[src/rtl/mem_load_fmt.sv]
// mem_load_fmt: in-order load queue that captures memory responses and
// formats them (extend, LWL/LWR merge, misalignment) for writeback.
module mem_load_fmt #(
    parameter int DATA_W = 32,
    parameter int DEPTH  = 4,
    parameter int TAG_W  = 5,
    parameter int OFS_W  = $clog2(DATA_W / 8)
) (
    input  logic              clk,
    input  logic              resetn,
    input  logic              flush,
    input  logic              req_valid,
    output logic              req_ready,
    input  logic [3:0]        req_type,
    input  logic [OFS_W-1:0]  req_ofs,
    input  logic [DATA_W-1:0] req_old,
    input  logic [TAG_W-1:0]  req_tag,
    output logic              req_adel,
    input  logic              rsp_valid,
    input  logic [DATA_W-1:0] rsp_data,
    output logic              out_valid,
    input  logic              out_ready,
    output logic [DATA_W-1:0] out_data,
    output logic [TAG_W-1:0]  out_tag,
    output logic              out_adel,
    output logic              proto_err
);
    localparam int AW = $clog2(DEPTH);
    localparam logic [3:0] T_LB = 4'd0, T_LBU = 4'd1, T_LH = 4'd2, T_LHU = 4'd3, T_LW = 4'd4,
                           T_LWU = 4'd5, T_LWL = 4'd6, T_LWR = 4'd7, T_LD = 4'd8;

    logic [3:0]        q_type [DEPTH];
    logic [OFS_W-1:0]  q_ofs  [DEPTH];
    logic [DATA_W-1:0] q_old  [DEPTH];
    logic [DATA_W-1:0] q_data [DEPTH];
    logic [TAG_W-1:0]  q_tag  [DEPTH];
    logic [DEPTH-1:0]  q_adel, q_kill, q_has;
    logic [AW:0]       wr_ptr, rd_ptr, count;
    logic [AW-1:0]     hd, wi, rsp_idx;
    logic              empty, full, push, pop, live, rsp_hit, head_cap, head_rdy;
    logic [DATA_W-1:0] head_data;

    function automatic logic [DATA_W-1:0] fmt(input logic [3:0] t, input logic [OFS_W-1:0] o,
                                              input logic [31:0] old, input logic [DATA_W-1:0] d);
        logic [1:0]  k;
        logic [31:0] w, lwl, lwr;
        logic [15:0] h;
        logic [7:0]  b;
        logic [63:0] r;
        k = o[1:0];
        w = (DATA_W == 64 && o[OFS_W-1]) ? d[DATA_W-1 -: 32] : d[31:0];
        b = w[8*k +: 8];
        h = k[1] ? w[31:16] : w[15:0];
        lwl = k == 2'd0 ? {w[7:0], old[23:0]} : k == 2'd1 ? {w[15:0], old[15:0]} :
              k == 2'd2 ? {w[23:0], old[7:0]} : w;
        lwr = k == 2'd0 ? w : k == 2'd1 ? {old[31:24], w[31:8]} :
              k == 2'd2 ? {old[31:16], w[31:16]} : {old[31:8], w[31:24]};
        case (t)
            T_LB:    r = {{56{b[7]}}, b};
            T_LBU:   r = {56'd0, b};
            T_LH:    r = {{48{h[15]}}, h};
            T_LHU:   r = {48'd0, h};
            T_LWU:   r = {32'd0, w};
            T_LWL:   r = {{32{lwl[31]}}, lwl};
            T_LWR:   r = {{32{lwr[31]}}, lwr};
            T_LD:    r = 64'(d);
            default: r = {{32{w[31]}}, w};
        endcase
        return r[DATA_W-1:0];
    endfunction

    assign hd        = rd_ptr[AW-1:0];
    assign wi        = wr_ptr[AW-1:0];
    assign count     = wr_ptr - rd_ptr;
    assign empty     = wr_ptr == rd_ptr;
    assign full      = wr_ptr == {~rd_ptr[AW], rd_ptr[AW-1:0]};
    assign req_ready = !full && !flush;
    assign push      = req_valid && req_ready;
    assign req_adel  = req_type > T_LD || (DATA_W == 32 && (req_type == T_LWU || req_type == T_LD)) ||
                       ((req_type == T_LH || req_type == T_LHU) && req_ofs[0]) ||
                       ((req_type == T_LW || req_type == T_LWU) && |req_ofs[1:0]) ||
                       (req_type == T_LD && |req_ofs);

    // responses go to the oldest entry still waiting for memory, killed or not
    always_comb begin
        rsp_hit = 1'b0;
        rsp_idx = hd;
        for (int i = 0; i < DEPTH; i++) begin
            if (!rsp_hit && i < int'(count) && !q_adel[hd + AW'(i)] && !q_has[hd + AW'(i)]) begin
                rsp_hit = 1'b1;
                rsp_idx = hd + AW'(i);
            end
        end
    end

    assign head_cap  = rsp_valid && rsp_hit && rsp_idx == hd;
    assign head_rdy  = !empty && (q_adel[hd] || q_has[hd] || head_cap);
    assign head_data = q_has[hd] ? q_data[hd] : rsp_data;
    assign pop       = head_rdy && (!out_valid || out_ready);
    assign live      = pop && !q_kill[hd] && !flush;

    always_ff @(posedge clk or negedge resetn) begin
        if (!resetn) begin
            wr_ptr    <= '0;
            rd_ptr    <= '0;
            q_adel    <= '0;
            q_kill    <= '0;
            q_has     <= '0;
            out_valid <= 1'b0;
            out_data  <= '0;
            out_tag   <= '0;
            out_adel  <= 1'b0;
            proto_err <= 1'b0;
            for (int i = 0; i < DEPTH; i++) begin
                q_type[i] <= '0;
                q_ofs[i]  <= '0;
                q_old[i]  <= '0;
                q_data[i] <= '0;
                q_tag[i]  <= '0;
            end
        end else begin
            if (push) begin
                q_type[wi] <= req_type;
                q_ofs[wi]  <= req_ofs;
                q_old[wi]  <= req_old;
                q_tag[wi]  <= req_tag;
                q_adel[wi] <= req_adel;
                q_kill[wi] <= 1'b0;
                q_has[wi]  <= 1'b0;
                wr_ptr     <= wr_ptr + 1'b1;
            end
            if (rsp_valid && rsp_hit) begin
                q_has[rsp_idx]  <= 1'b1;
                q_data[rsp_idx] <= rsp_data;
            end
            if (rsp_valid && !rsp_hit)
                proto_err <= 1'b1;
            if (flush)
                q_kill <= '1;
            if (pop)
                rd_ptr <= rd_ptr + 1'b1;
            if (flush) begin
                out_valid <= 1'b0;
            end else if (live) begin
                out_valid <= 1'b1;
                out_data  <= q_adel[hd] ? '0 : fmt(q_type[hd], q_ofs[hd], q_old[hd][31:0], head_data);
                out_tag   <= q_tag[hd];
                out_adel  <= q_adel[hd];
            end else if (out_ready) begin
                out_valid <= 1'b0;
            end
        end
    end
endmodule

[config.mk]
export PLATFORM = sky130hd
export DESIGN_NAME = mem_load_fmt
export DESIGN_NICKNAME = d
export VERILOG_FILES = /design/src/rtl/mem_load_fmt.sv
export SDC_FILE = /design/constraint.sdc
export NUM_CORES = 1
export LEC_CHECK = 0
export CORE_MARGIN = 2
export CORE_UTILIZATION = 60
export DETAILED_ROUTE_END_ITERATION = 10
export GPL_TIMING_DRIVEN = 1
export HOLD_SLACK_MARGIN = 0.15
export PLACE_DENSITY = 0.81
export SLEW_MARGIN = 0
export SYNTH_ARGS = -nofsm -noshare
export SYNTH_HDL_FRONTEND = slang
export SYNTH_SLANG_ARGS = --single-unit
[constraint.sdc]
create_clock -name clk -period 4.3 [get_ports clk]
set_clock_uncertainty 0.2 [all_clocks]
set_input_delay 0.43 -clock clk [delete_from_list [all_inputs] [get_ports clk]]
set_output_delay 0.43 -clock clk [all_outputs]
set_load 0.005 [all_outputs]
Word level (Yosys, flattened, before mapping)
Index checks and enable logic that the tools add are counted.

Register bits: 358. Output and inout bits: 42. Logic and storage cells: 219. Input bits: 81.

Equality and inequality tests: 17. Magnitude comparators: 18. Shift-type cells: 1. Add/subtract/negate cells: 6. Reductions and logical operators: 61. Bitwise operators: 9. Mux-type cells: 77.

Operators with widths (number): 2-to-1 mux 32 bit (12); bitwise mux 128 bit (2); case mux 32 bit (7 select lines) (1); binary-select mux 32 bit (select 2 bit) (2); demux 32 bit (select 2 bit) (2); 2-to-1 mux 16 bit (2); variable part select 32 x 6 -> 8 bit (1); 2-to-1 mux 4 bit (7); logical AND 1 bit (27); 2-to-1 mux 24 bit (1); bitwise mux 20 bit (1); equality test 4 x 3 -> 1 bit (second input constant) (5); binary-select mux 1 bit (select 2 bit) (9); < comparator 2 x 3 -> 1 bit (second input constant) (6); 2-to-1 mux 1 bit (18); zero test 1 bit (17); bitwise mux 16 bit (1); equality test 4 x 2 -> 1 bit (second input constant) (4); 2-to-1 mux 5 bit (3); 2-to-1 mux 2 bit (6); binary-select mux 5 bit (select 2 bit) (1); demux 5 bit (select 2 bit) (1); logical OR 1 bit (10); >= comparator 3 bit (second input constant) (3); 33 further kinds (47).

Longest topological paths before layout
Gate-level depths: netlist of run 1.

Word-level depth: 30. Depth in mapped cells: 13. Mapped depth without buffers: 10.

Least setup slack after synthesis of run 1
Ideal clock, no wire load.

Path type: register -> register. Start point: register wr_ptr[0]. End point: register q_data[35] (netlist name). Cell stages (with the launch flop): 12. Data arrival time: 2.930 ns. Clock period less this slack: 3.254 ns. Setup slack: 1.046 ns. Setup time: 0.125 ns. Path buffers: 1. Data required time: 3.975 ns. Cell sequence: dfrtp_1 inv_1 ha_1 fa_1 xnor3_1 and2_1 a211o_1 mux2i_1 o211a_4 nor3b_4 buf_6 mux2_2.

Longest elaborated chain between the ends: 26. Elaborated cells on any way between the ends: 34. Those cells by class: add/sub: 1; order compare: 6; mux: 10; bitwise: 1; reduce/logical: 16.

RTL lines: start, declared (line 38) `logic [AW:0] wr_ptr, rd_ptr, count;`; start signal, assigned (line 130) `wr_ptr <= wr_ptr + 1'b1;`; subtractor 3 bit (*) (line 74) `assign count = wr_ptr - rd_ptr;`; < comparator 1 x 3 -> 1 bit (line 89) `if (!rsp_hit && i < int'(count) && !q_adel[hd + AW'(i)] && !q_has[hd + AW'(i)]) begin`; logical AND 1 bit (2 in series) (line 89); 2-to-1 mux 1 bit (line 89); zero test 1 bit (line 89); logical AND 1 bit (3 in series) (line 89); 2-to-1 mux 1 bit (line 89); zero test 1 bit (line 89); [5 not listed]; logical AND 1 bit (3 in series) (line 89); 2-to-1 mux 2 bit (line 89); NOT 2 -> 3 bit (not written as such) (line 134) `q_data[rsp_idx] <= rsp_data;`; >= comparator 3 bit (not written as such) or < comparator 3 x 1 -> 1 bit (tied branches) (line 134); logical AND 1 bit (not written as such) (line 134); 2-to-1 mux 32 bit (not written as such) (line 134); demux 32 bit (select 2 bit) (line 134); bitwise mux 128 bit (line 134); end signal, assigned by index (line 134); end, declared (line 35) `logic [DATA_W-1:0] q_data [DEPTH];`.

Every way passes the cells marked *; elsewhere a longest branch is shown, timed or not. A chain may end at the register's enable or synchronous reset.

Worst setup path in the final report of run 1
Start point: register rd_ptr[0]. End point: register out_data[25].

Longest elaborated chain between the ends: 29. Elaborated cells on any way between the ends: 102. Those cells by class: add/sub: 4; order compare: 4; eq/ne: 11; shift: 1; mux: 45; bitwise: 1; reduce/logical: 36.

RTL lines: start, declared (line 38); start signal, assigned (line 141) `rd_ptr <= rd_ptr + 1'b1;`; branches (longest 29 deep; another with subtractor 3 bit); end signal, assigned (line 146) `out_data <= q_adel[hd] ? '0 : fmt(q_type[hd], q_ofs[hd], q_old[hd][31:0], head_data);`; end, declared (line 23) `output logic [DATA_W-1:0] out_data,`.

Parallel ways; which one is timed is not known. The select of a mux whose other input is x is not followed.

==> results of run 1 <==
## area by class of cell
cell class              count  area (µm²)  share of cell area [%]
flip-flops and latches    358        8966                   41.21
clock buffers              50        1069                   4.911
inverters                  11       41.29                  0.1898
repair buffers            162        1654                   7.602
multi-input cells         943        9194                   42.25
clock inverters            18       339.1                   1.558
well taps                 396       495.5                   2.277
## power by group
part / switching (mW) / internal, mW
clock: 1.37 / 2.30
combinational: 6.36 / 5.87
sequential: 1.02 / 5.10
## state kept, by name, summed over array words and instances (netlist names), 5 cells and up
| name | count |
|---|---|
| q_data | 128 |
| q_old | 128 |
| out_data | 32 |
| q_tag | 20 |
| q_type | 16 |
| q_ofs | 8 |
| out_tag | 5 |
## metrics by stage
stage / cells / power (mW) / utilization, %
finish: 1938 / 22.02 / 70.94
detailed placement: 1869 / 18.07 / 66.32
global placement: 1869 / 17.65 / 66.32
CTS: 1938 / 21.88 / 70.94
floorplan: 1417 / 14.84 / -
global route: 1938 / 23.11 / 70.94
## layout by cell type, fill, tap and decap left out, types with 24 or more instances in the layout
cell	count
dfrtp_1	356
mux2_2	273
clkdlybuf4s50_1	121
mux4_2	91
nand2_1	82
o21ai_0	69
mux2i_1	66
nor2_1	60
a21oi_1	59
mux2_4	40
clkbuf_16	40
buf_4	29
a31oi_1	24
## kinds of logic after synthesis
kind of cell	synth area share, %
AO/OA/AOI/OAI	8.562
multiplexers	34.47
adder cells (fa/ha/maj)	0.5748
AND/OR/NAND/NOR	4.979
buffers and inverters	3.161
flip-flops	47.85
XOR/XNOR	0.4010
## critical path, stage by stage (launching register included)
cell and delay (ns):
dfrtp_4 0.50, buf_4 0.54, mux4_2 0.86, buf_4 0.36, nand2_1 0.09, a31oi_1 0.14, nand2_1 0.12, o21a_1 0.60
a21oi_1 0.18
## routing by layer
metal / vias to the layer above / global-route usage (%) / wire length, µm
met5: - / 0 / 0
met4: 0 / 8.968 / 1386
met3: 104 / 4.386 / 3033
met2: 515 / 49.92 / 24280
met1: 6662 / 41.08 / 19810
li1: 5518 / - / -
## repair_timing
item / 4_1_cts / 5_1_grt
setup buffers: 0 / 0
gates resized for setup: 0 / 0
hold buffers: 1 / 0
endpoints found under the hold margin: 122 / 0
## final timing paths
path                           start           end  depth (start not counted)  slack (ns)
min in group asynchronous     resetn    q_data[91]                          2        0.40
setup reg to reg           rd_ptr[0]  out_data[25]                          8        0.49
hold reg to reg            q_kill[1]     q_kill[1]                          2        0.28
hold / removal             q_kill[1]     q_kill[1]                          2        0.28
setup / recovery           rd_ptr[0]  out_data[25]                          8        0.49
max in group asynchronous     resetn      q_old[9]                          3        2.46
==> results_dict.tcl, run 1 <==
set metrics [dict create \
    status "finished, final reports clean" \
    syn_area_mm2 0.01872 \
    async_flop_share_pct 100.0 \
    cts_root_buffer "clkbuf_16" \
    std_cell_rows 64 \
    grtUsageTotal_pct 29.92 \
    io-pin-count 123 \
    finalInstanceArea_mm2 0.02176 \
    relSlewSlack_pct 21.26 \
    crit_arrival_ns 3.96 \
    crit_path_end_kind "flop" \
    synth_top_area_share_pct 47.85 \
    grt_max_degree 128 \
    setup-tns-final_ns 0 \
    synth.most_common_cell "dfrtp_1" \
    die_area_mm2 0.03263 \
    nets 1604 \
    start_util_pct 61.04 \
    area.growth.synth_to_final_pct 16.23 \
    setup_viol 0 \
    avgSynthCellArea_um2 13.21 \
    synthTopCellsByCount "dfrtp_1 (358), mux2_2 (273), mux4_2 (92)" \
    grt_pass1_wl_um 76820 \
    grt_remaining_overflow 0 \
    fin_crit_sh_pct 88.56 \
    grt_pass1_vias 13470 \
    drtIter0Drc 1301 \
    fin_crit_ns 3.808 \
    clk_pin_slew_ns 0.06 \
    routed_wl_um 48510 \
    post_dp_cell_area_mm2 0.02034 \
    ir_drop_mv 0.5067 \
    hold_viol_final 0 \
    die_w_um 180.6 \
    rsz0062_at_grt "false" \
    drv_slew 0 \
    crit_fanout 30 \
    synth_edf_count 0 \
    yosysTopAreaCell "dfrtp_1" \
    synth_cell_types 56 \
    holdWs_ns 0.2845 \
    drt_pass1_iterations 5 \
    ys_ff_latch 358 \
    startpoint_type "flop" \
    maxCapViolCount 0 \
    fillers 2052 \
    clk_latency_ns 0.54 \
    cts_max_level 2 \
    ys_warn_count 0 \
    synth_flop_cell "dfrtp_1" \
    max_freq_ghz 0.2626 \
    antenna_left 0 \
    synthTopCellsByArea "dfrtp_1 (48%), mux2_2 (16%), mux4_2 (11%), mux2i_1 (3.5%), mux2_4 (3.2%)" \
    syn_nets 1506 \
    drc 0 \
    worst_pin_slew_ns 1.170 \
    path_class "flop to flop" \
    clock_sinks 358 \
    fp.dieH_um 180.6 \
    clockBufferDepth 3 \
    yosysSeqAreaShare_pct 47.85 \
    drive_above_1_share_pct 34.24 \
    vias 12800 \
    setup_ws_ns 0.4918 \
    port_buffers 122 \
    via_per_inst 6.604 \
    hpwl_um 32880 \
    leakagePower_nw 9.174 \
    dp_worst_setup_slack_ns 0.5649 \
    min_path_type "flop to flop" \
    synthCells 1417 \
    num_antenna_cells 0 \
    place.gp.congestion 0.9332 \
    cts_tree "built" \
    wl_per_cell_um 25.03 \
    powerDensity_mw_per_mm2 1012 \
    antenna_found_initial 0 \
    core_area_mm2 0.03067 \
    critPathRequiredTime_ns 4.45 \
    cts_made_buffers 39 \
]
(Power assumes the default switching activity.)
==> run 2, diff against run 1 <==
--- a/config.mk
+++ b/config.mk
@@ -5,6 +5,7 @@
 export SDC_FILE = /design/constraint.sdc
 export NUM_CORES = 1
 export LEC_CHECK = 0
+export ABC_AREA = 1
 export CORE_MARGIN = 2
 export CORE_UTILIZATION = 60
 export DETAILED_ROUTE_END_ITERATION = 10
==> results_dict.tcl, run 2 <==
set metrics [dict create \
    relSlewSlack_pct 40.82 \
    antenna_found_initial 0 \
    synth_top_area_share_pct 47.63 \
    area.growth.synth_to_final_pct 15.23 \
    crit_fanout 49 \
    clockBufferDepth 3 \
    worst-r2r-setup-slack_ns 0.37 \
    cts_root_buffer "clkbuf_16" \
    post_cts_resized 0 \
    setup_ws_ns 0.3700 \
    synth.most_common_cell "nand2_1" \
    start_util_pct 61.17 \
    grt_remaining_overflow 0 \
    routed_wl_um 56820 \
    drive_above_1_share_pct 11.19 \
    synth_flop_cell "dfrtp_1" \
    critPathRequiredTime_ns 4.57 \
    yosysTopAreaCell "dfrtp_1" \
    antenna_left 0 \
    drv_slew 0 \
    place.gp.congestion 0.9852 \
    reg_top3 "q_data x128, q_old x128, out_data x32" \
    synthTopCellsByCount "nand2_1 (674), dfrtp_1 (358), o21ai_0 (339)" \
    io-pin-count 123 \
    path_class "flop to flop" \
    grt_pass1_wl_um 91010 \
    drc 0 \
    fp.dieH_um 181.1 \
    setup-tns-final_ns 0 \
    dp_worst_setup_slack_ns 0.6054 \
    regArea_mm2 0.008964 \
    hold_buffers 1 \
    startpoint_type "flop" \
    setup_viol 0 \
    status "finished, final reports clean" \
    cts_tree "built" \
    die_w_um 181.1 \
    crit_path_end_kind "flop" \
    fin_crit_sh_pct 91.40 \
    worst_pin_slew_ns 0.8877 \
    hold_viol_final 0 \
    fillers 2395 \
    synthTopCellsByArea "dfrtp_1 (48%), nand2_1 (13%), o21ai_0 (9.0%), mux2_2 (7.9%), nor2_1 (4.9%)" \
    port_buffers 122 \
    ys_warn_count 0 \
    ys_ff_latch 358 \
    avgSynthCellArea_um2 7.946 \
    synth_edf_count 0 \
    final_cell_mix "nand2_1 (674), dfrtp_1 (356), o21ai_0 (339)" \
    grt_pass1_vias 17020 \
    clock_sinks 358 \
    via_per_inst 6.085 \
    syn_nets 2456 \
    std_cell_rows 64 \
    async_flop_share_pct 100.0 \
    holdWs_ns 0.2691 \
    drt_pass1_iterations 8 \
    nets 2513 \
    min_path_type "input port to async pin" \
    cts_setup_buffers 0 \
    cts_max_level 2 \
    hpwl_um 36750 \
    max_freq_ghz 0.2545 \
    fin_crit_ns 3.930 \
    drtIter0Drc 1804 \
    syn_area_mm2 0.01881 \
    clk_pin_slew_ns 0.06 \
    num_antenna_cells 0 \
    rsz0062_at_grt "false" \
    synthCells 2367 \
    die_area_mm2 0.03278 \
    wl_per_cell_um 19.98 \
    core_area_mm2 0.03075 \
    grtUsageTotal_pct 34.92 \
    multiInputGateArea_mm2 0.008665 \
    clk_latency_ns 0.56 \
    grt_max_degree 106 \
    yosysSeqAreaShare_pct 47.63 \
    final_core_util_pct 70.49 \
    vias 17310 \
    synth_cell_types 36 \
    mostFrequentLayoutCell "nand2_1" \
    crit_arrival_ns 4.20 \
    maxCapViolCount 0 \
    cts_made_buffers 40 \
]
## run 2: cell types whose count changed after synthesis, moves of 67 or more
| cell | delta |
|---|---|
| mux4_2 | -92 |
| nor2_1 | +184 |
| o21ai_0 | +270 |
| nand2_1 | +588 |
| inv_1 | +113 |
| mux2_2 | -141 |
| nand3_1 | +67 |
## run 2: path summary, 6_finish.rpt
kind,from,to,cells after the start
worst min register to register,proto_err,proto_err,1
worst min-delay path,resetn,q_data[48],2
min in group clk,proto_err,proto_err,1
worst max-delay path,rd_ptr[0],out_data[20],18
worst max register to register,rd_ptr[0],out_data[20],18
max in group asynchronous,resetn,rd_ptr[0],3
## run 2: critical path: stages, from the launching register on
cell and delay [ns]:
dfrtp_4 0.79, buf_4 0.53, ha_1 0.35, inv_1 0.15, nand2_1 0.07, nand2_1 0.09
nand3_2 0.14, nand2_1 0.11, nand2_1 0.06, nand2_1 0.06, nand2_1 0.07, nand2_1 0.09
nand2_1 0.13, nand2_1 0.08, nand3_1 0.08, nand2_2 0.18, buf_4 0.36, nand4_1 0.16
nand2_1 0.10
## run 2: routing by layer
layer | track usage [%] | part of all wire [%] | vias to the layer above
li1 | - | - | 7906
met1 | 45.46 | 39 | 8269
met2 | 56.14 | 46 | 930
met3 | 7.075 | 9.6 | 200
met4 | 17.33 | 5.1 | 0
met5 | 0 | 0 | -
## run 2: area by class of cell
type	instances	share of cell area [%]
clock buffers	56	5.265
inverters	132	2.298
well taps	396	2.286
multi-input cells	1720	39.98
flip-flops and latches	358	41.36
repair buffers	172	8.093
clock inverters	10	0.7274
## run 2: cells by family after synthesis
logic type      Yosys count  share of synthesized area, %
flops                   358                         47.63
simple gates           1053                         22.42
buf+inv                 289                         6.632
fa+ha+maj                 8                        0.5721
xor+xnor                  5                        0.2728
compound gates          522                         14.57
mux                     132                         7.903
## run 2: stage by stage
| stage | instances | area [µm²] |
|---|---|---|
| 2_1_floorplan | 2367 | 18810 |
| 3_3_place_gp | 2777 | 20370 |
| 3_5_place_dp | 2777 | 20370 |
| 4_1_cts | 2844 | 21670 |
| 5_1_grt | 2844 | 21670 |
| 6_report | 2844 | 21670 |
Power of run 2 is not shown: default switching activity piles up to over one toggle a cycle in this logic, so the estimate is an artifact.
==> run 3, diff against run 2 <==
--- a/config.mk
+++ b/config.mk
@@ -9,6 +9,7 @@
 export CORE_MARGIN = 2
 export CORE_UTILIZATION = 60
 export DETAILED_ROUTE_END_ITERATION = 10
+export GPL_ROUTABILITY_DRIVEN = 0
 export GPL_TIMING_DRIVEN = 1
 export HOLD_SLACK_MARGIN = 0.15
 export PLACE_DENSITY = 0.81
==> results_dict.tcl, run 3 (same netlist as run 2, synthesis figures left out) <==
set metrics [dict create \
    cts_tree "built" \
    status "finished, final reports clean" \
    relSlewSlack_pct 34.74 \
    critPathRequiredTime_ns 4.56 \
    die_area_mm2 0.03278 \
    cts_max_level 2 \
    fin_crit_sh_pct 92.79 \
    worst_pin_slew_ns 0.9789 \
    clk_pin_slew_ns 0.07 \
    wl_per_cell_um 19.52 \
    cts_setup_buffers 0 \
    die_w_um 181.1 \
    drive_above_1_share_pct 10.98 \
    max_freq_ghz 0.2506 \
    grt_pass1_vias 16640 \
    nets 2503 \
    wl_met3_um 6395 \
    regArea_mm2 0.008964 \
    grt_max_degree 127 \
    routed_wl_um 55370 \
    rsz0062_at_grt "false" \
    min_path_type "flop to flop" \
    num_antenna_cells 0 \
    area.growth.synth_to_final_pct 14.30 \
    cp_slowest_cell "dfrtp_4" \
    mostFrequentLayoutCell "nand2_1" \
    drt_pass1_iterations 8 \
    crit_top_cell "nand2_1" \
    top_layer_used "met4" \
    clockBufferDepth 3 \
    hold_viol_final 0 \
    wl_met2_um 25040 \
    reg_top3 "q_data x128, q_old x128, out_data x32" \
    path_buf_inv 4 \
    grt_pass1_wl_um 88060 \
    cp_cell_sequence "buf_4 -> nand2_1 -> o21ai_0 -> nand2_1 -> nand2_2 -> inv_2 -> nand2_1 -> clkinv_1 -> a21oi_1 -> nand2_1 -> nand3_1 -> nand2_1 -> inv_1 -> nand4_1 -> nand2_1" \
    cts_root_buffer "clkbuf_16" \
    fp.dieH_um 181.1 \
    maxCapViolCount 0 \
    antenna_left 0 \
    crit_arrival_ns 4.25 \
    crit_fanout 47 \
    path_class "flop to flop" \
    grtUsageTotal_pct 33.68 \
    setup-tns-final_ns 0 \
    core_area_mm2 0.03075 \
    wl_met1_um 21350 \
    cts_made_buffers 37 \
    final_cell_mix "nand2_1 (674), dfrtp_1 (356), o21ai_0 (339)" \
    clock_sinks 358 \
    drtIter0Drc 1963 \
    cp_top_family "buffers and inverters" \
    drc 0 \
    port_buffers 122 \
    grt_remaining_overflow 0 \
    start_util_pct 61.17 \
    clk_latency_ns 0.53 \
    fin_crit_ns 3.990 \
    hpwl_um 35540 \
    multiInputGateArea_mm2 0.008672 \
    io-pin-count 123 \
    antenna_found_initial 0 \
    fillers 2406 \
    setup_viol 0 \
    drv_slew 0 \
    via_per_inst 6.144 \
    crit_path_end_kind "flop" \
    vias 17430 \
    startpoint_type "flop" \
    std_cell_rows 64 \
    cpPeakStageDelay_ns 0.75 \
]
run 3: timing repair:
action / CTS / global route
endpoints found under the setup margin: 0 / 17
hold endpoints to repair: 121 / 0
hold buffers: 1 / 0
resized for setup: 0 / 1
run 3: per-stage QoR:
stage	setup slack (ns)	util, %	cells	hold WS, ns	area [µm²]
floorplan	0.7456	-	2367	-0.06559	18810
global placement	0.5168	66.02	2770	0.2568	20300
detailed placement	0.3677	66.02	2770	0.2594	20300
CTS	0.3170	69.89	2836	0.2756	21490
global route	0.1189	69.91	2836	0.2844	21500
finish	0.3099	69.91	2836	0.2702	21500
run 3: per-layer routing:
| layer | GRT usage, % | up-vias |
|---|---|---|
| met2 | 52.80 | 1022 |
| li1 | - | 7896 |
| met4 | 15.90 | 0 |
| met5 | 0 | - |
| met3 | 8.930 | 220 |
| met1 | 43.94 | 8287 |
run 3: worst paths after layout:
kind                       cells past startpoint  slack (ns)    startpoint           end
max                                           15        0.31     rd_ptr[0]  out_data[15]
min in group asynchronous                      2        0.37        resetn    q_data[82]
max reg2reg                                   15        0.31     rd_ptr[0]  out_data[15]
max in group asynchronous                      3        2.45        resetn    q_data[67]
min                                            2        0.27  out_data[30]  out_data[30]
min reg2reg                                    2        0.27  out_data[30]  out_data[30]
run 3: area by class of cell:
class                      count  area share, %
multi-input combinational   1720          40.34
clock inverter                12         0.3841
timing repair buffer         165          7.857
clock buffer                  53          5.104
sequential                   358          41.69
inverter                     132          2.316
tap                          396          2.305
run 3: worst register-to-register path, cell delays in order, from the launching register on:
cell and delay (ns):
dfrtp_4 0.75, buf_4 0.52, nand2_1 0.11, o21ai_0 0.09, nand2_1 0.08, nand2_2 0.09
inv_2 0.21, nand2_1 0.17, clkinv_1 0.60, a21oi_1 0.34, nand2_1 0.07, nand3_1 0.23
nand2_1 0.15, inv_1 0.09, nand4_1 0.11, nand2_1 0.10
Power of run 3 is left out for the same reason.
